**src/rtl/pwm_multi_channel.sv**
```systemverilog
// Multi-channel PWM: one shared edge/center-aligned period counter, CHANNELS duty comparators,
// and a shadow period/duty/mode set that is only applied at a period boundary or while disabled.
module pwm_multi_channel #(
    parameter int WIDTH    = 8,
    parameter int CHANNELS = 4
) (
    input  logic                      clk,
    input  logic                      reset,
    input  logic                      enable,
    input  logic [WIDTH-1:0]          period,
    input  logic [CHANNELS*WIDTH-1:0] duty,
    input  logic                      center_mode,
    input  logic                      load,
    output logic [CHANNELS-1:0]       pwm_out,
    output logic                      period_end,
    output logic [WIDTH-1:0]          count
);

    logic                      r_dir_down;
    logic [WIDTH-1:0]          r_period_a;
    logic [CHANNELS*WIDTH-1:0] r_duty_a;
    logic                      r_mode_a;
    logic [WIDTH-1:0]          r_period_p;
    logic [CHANNELS*WIDTH-1:0] r_duty_p;
    logic                      r_mode_p;
    logic                      r_load_pending;

    logic                      w_term;
    logic                      w_apply;
    logic [WIDTH-1:0]          w_next_period;
    logic [CHANNELS*WIDTH-1:0] w_next_duty;
    logic                      w_next_mode;

    // Terminal cycle: the counter returns to 0 on the next edge.
    always_comb begin
        w_term = 1'b0;
        if (!r_mode_a)
            w_term = (count == r_period_a);
        else
            w_term = (r_period_a == '0) ||
                     ((count == WIDTH'(1)) && (r_dir_down || (r_period_a == WIDTH'(1))));
    end

    // A load in the same cycle as the boundary takes priority over the stored pending set.
    assign w_apply       = load | r_load_pending;
    assign w_next_period = load ? period      : r_period_p;
    assign w_next_duty   = load ? duty        : r_duty_p;
    assign w_next_mode   = load ? center_mode : r_mode_p;

    always_ff @(posedge clk or posedge reset) begin
        if (reset) begin
            count          <= '0;
            r_dir_down     <= 1'b0;
            r_period_a     <= '0;
            r_duty_a       <= '0;
            r_mode_a       <= 1'b0;
            r_period_p     <= '0;
            r_duty_p       <= '0;
            r_mode_p       <= 1'b0;
            r_load_pending <= 1'b0;
            pwm_out        <= '0;
            period_end     <= 1'b0;
        end else begin
            for (int i = 0; i < CHANNELS; i++)
                pwm_out[i] <= enable & (count < r_duty_a[i*WIDTH +: WIDTH]);
            period_end <= enable & w_term;

            if (!enable || w_term) begin
                count      <= '0;
                r_dir_down <= 1'b0;
                if (w_apply) begin
                    r_period_a     <= w_next_period;
                    r_duty_a       <= w_next_duty;
                    r_mode_a       <= w_next_mode;
                    r_load_pending <= 1'b0;
                end
            end else begin
                if (load) begin
                    r_period_p     <= period;
                    r_duty_p       <= duty;
                    r_mode_p       <= center_mode;
                    r_load_pending <= 1'b1;
                end
                // Center mode turns around at the peak; edge mode reaches P only as terminal.
                if (r_mode_a && (r_dir_down || (count == r_period_a))) begin
                    count      <= count - WIDTH'(1);
                    r_dir_down <= 1'b1;
                end else begin
                    count <= count + WIDTH'(1);
                end
            end
        end
    end

endmodule

```
**config.mk**
```make
export PLATFORM = sky130hd
export DESIGN_NAME = pwm_multi_channel
export DESIGN_NICKNAME = d
export VERILOG_FILES = /design/src/rtl/pwm_multi_channel.sv
export SDC_FILE = /design/constraint.sdc
export NUM_CORES = 1
export LEC_CHECK = 0
export BUFFER_PORTS_ARGS = -buffer_cell sky130_fd_sc_hd__buf_2
export CORE_MARGIN = 3
export CORE_UTILIZATION = 45
export CTS_BUF_LIST = sky130_fd_sc_hd__clkbuf_4 sky130_fd_sc_hd__clkbuf_8
export DETAILED_ROUTE_END_ITERATION = 16
export GPL_TIMING_DRIVEN = 0
export PLACE_DENSITY = 0.7
export SYNTH_ARGS = -nofsm -noshare
export SYNTH_HDL_FRONTEND = slang
export SYNTH_SLANG_ARGS = --single-unit
```
**constraint.sdc**
```tcl
create_clock -name clk -period 5.47 [get_ports clk]
set_clock_uncertainty 0.1 [all_clocks]
set_input_delay 1.094 -clock clk [delete_from_list [all_inputs] [get_ports clk]]
set_output_delay 1.094 -clock clk [all_outputs]
set_load 0.02 [all_outputs]
```
==> metrics.txt <==
CTS sink cnt 97; area of the multi-input gates 2630 um2; Peak VDD IR 0.166 mV; Worst-path clk slew 0.10 ns; Cell Area, Synth 5390 um2; clk_lat worst skew 0.38 ns; Synth Flop Type dfrtp_1; first-pass GRT wire length 20,700 um; Lkg Pwr 3.05 nW; Tmin final 2.78 ns; WL final 12,500 um; Post-synth EDFFs 0; Detail Route Antenna Nets 0; total power 1.75 mW; Hold Fails Final Rpt 0; GRT Util Overall 19.9%; Avg WL per Cell 17.1 um; Max-Cap Viols 0; # DRC 0; Site Rows 39; layout cells sized above 1 23.7%; Overflow after GRT 0; #FFs+latches synth 97; largest net degree at the start of global routing 51; maximum clock rate 359 MHz; Syn Inst Count 512; commonest cells after routing, fill and taps aside 97 x dfrtp_1, 64 x buf_2, 49 x nor2_1, 46 x o21ai_0, 44 x nand2_1; Pwr Density 287 nW/um2; DR WL met3 585 um; hold crit path type register to register; Async SR Flop Fraction 100%; hpwl dp 8790 um; Mean Syn Cell Area 10.5 um2; CP required 5.64 ns; crit-path cells inv_1, ha_1, nand4b_1, a211oi_2, nor3b_4, nand2_4, buf_6, mux2_4; worst slack at placement 2.68 ns; Final period util 50.9%; width of the die 115 um; H-Tree Depth 3; slowest library cell on the worst path dfrtp_1; initial antenna violation count 0; die area 13,300 um2; CTS Buf Count 9; synthesis-to-finish area growth 13.0%; vias per cell 5.41; filler cell count in the final layout 1,023; commonest non-fill, non-tap cell in the layout dfrtp_1; RSZ-0062 raised after global routing false; Crit Path Max Fanout 10; DIE HEIGHT 115 um; crit path buf inv count 2; Final Max Tran Viols 0; CP Launch Type register; DRT Pass-1 Iters 4; cell family with most CP delay simple AND/OR/NAND/NOR gates; setup ws final 2.69 ns; register area 2430 um2; Final nets 657; Yosys cell types 47; max incr delay on CP 0.71 ns; setup_tns 0 ns; Warnings, synthesis 0; Reg2Reg Setup Slack 2.69 ns; endpoints failing setup 0; cts hold-fix bufs 0; core area 11,600 um2; outcome finished clean; met2 WL 5870 um; Worst setup EP type register; Slew HR 53.7%; clock tree from TritonCTS yes; Syn Nets 588; Arr. time, crit path 2.96 ns; met1 WL 5800 um; vias 3,941; Final GP Congestion 0.847; Initial Utilization 46.6%; drt first-iter violations 272; sequential-to-total area share from yosys stat 45.1%; I/O pins 58; number of global-route vias before repair 4,043; top layer in use met4; Post-CTS Setup Bufs 0; CTS root buf clkbuf_8; Slew @ Worst Pin 0.692 ns; I/O Buffers 57; final core utilization 52.6%; Antenna Diode Count 0; critical path class register to register; post-CTS sizing 0; Clock Path Buffers 2
kinds of logic after synthesis:
kind of cell / after synthesis / share of synthesized area (%)
AO/OA/AOI/OAI: 117 / 14.9
multiplexers: 47 / 12.5
XOR/XNOR: 9 / 1.46
adder cells (fa/ha/maj): 31 / 7.20
flip-flops: 97 / 45.1
AND/OR/NAND/NOR: 141 / 12.8
buffers and inverters: 70 / 6.11
synth_stat cells, types with 2 or more instances:
library cell | count | share of area (%)
a211oi_1 | 4 | 0.56
a21boi_0 | 2 | 0.28
a21o_1 | 9 | 1.3
a21oi_1 | 4 | 0.37
a2bb2oi_1 | 37 | 6.0
buf_1 | 5 | 0.35
buf_2 | 7 | 0.65
buf_4 | 3 | 0.42
buf_6 | 6 | 1.3
clkbuf_1 | 9 | 0.63
dfrtp_1 | 97 | 45
ha_1 | 31 | 7.2
inv_1 | 39 | 2.7
mux2_4 | 40 | 11
mux2i_1 | 6 | 1.1
nand2_1 | 44 | 3.1
nand2b_1 | 7 | 0.81
nand3_1 | 9 | 0.84
nand4_1 | 7 | 0.81
nor2_1 | 49 | 3.4
nor2b_1 | 5 | 0.58
nor3_1 | 6 | 0.56
nor3b_1 | 3 | 0.42
o211ai_1 | 4 | 0.56
o21ai_0 | 46 | 4.3
o22ai_1 | 4 | 0.46
xnor2_1 | 9 | 1.5
metal layers:
layer  vias to the layer above  track usage (%)
met5                         -                0
met4                         0             6.34
met3                        22             3.68
met2                       105             31.2
met1                      1900             28.0
li1                       1914                -
per-stage QoR:
step / cell area [um2] / hold slack [ns] / cells
after floorplan: 5390 / 0.360 / 512
after global placement: 5850 / 0.377 / 712
after detailed placement: 5880 / 0.382 / 713
after CTS: 6090 / 0.404 / 729
after global routing: 6090 / 0.430 / 729
final: 6090 / 0.405 / 729
registers in the layout (all words and copies together), names as in the netlist:
signal and flops:
r_mode_a 1, r_period_a 8, pwm_out 4, period_end 1, count 8, r_period_p 8, r_mode_p 1, r_dir_down 1
r_duty_a 32, r_duty_p 32, r_load_pending 1
path summary, 6_finish.rpt:
check,depth (start not counted),to,start
setup / recovery,8,r_duty_p[31],count[1]
hold / removal,1,r_duty_a[3],r_duty_a[3]
setup reg to reg,8,r_duty_p[31],count[1]
hold reg to reg,1,r_duty_a[3],r_duty_a[3]
max in group asynchronous,3,count[4],reset
min in group asynchronous,2,r_duty_a[17],reset
layout make-up:
cell class / count / area share (%)
clock inverters: 6 / 1.25
flip-flops and latches: 97 / 39.9
plain buffers: 31 / 3.00
clock buffers: 10 / 2.16
multi-input cells: 345 / 43.2
well taps: 143 / 2.94
inverters: 39 / 2.45
repair buffers: 58 / 5.14
power breakdown:
part	leakage (nW)	switching, mW	internal [mW]
logic	1.81	0.172	0.198
clock network	0.106	0.273	0.224
registers	1.13	0.0666	0.815
Power figures use the tool's default switching activity.
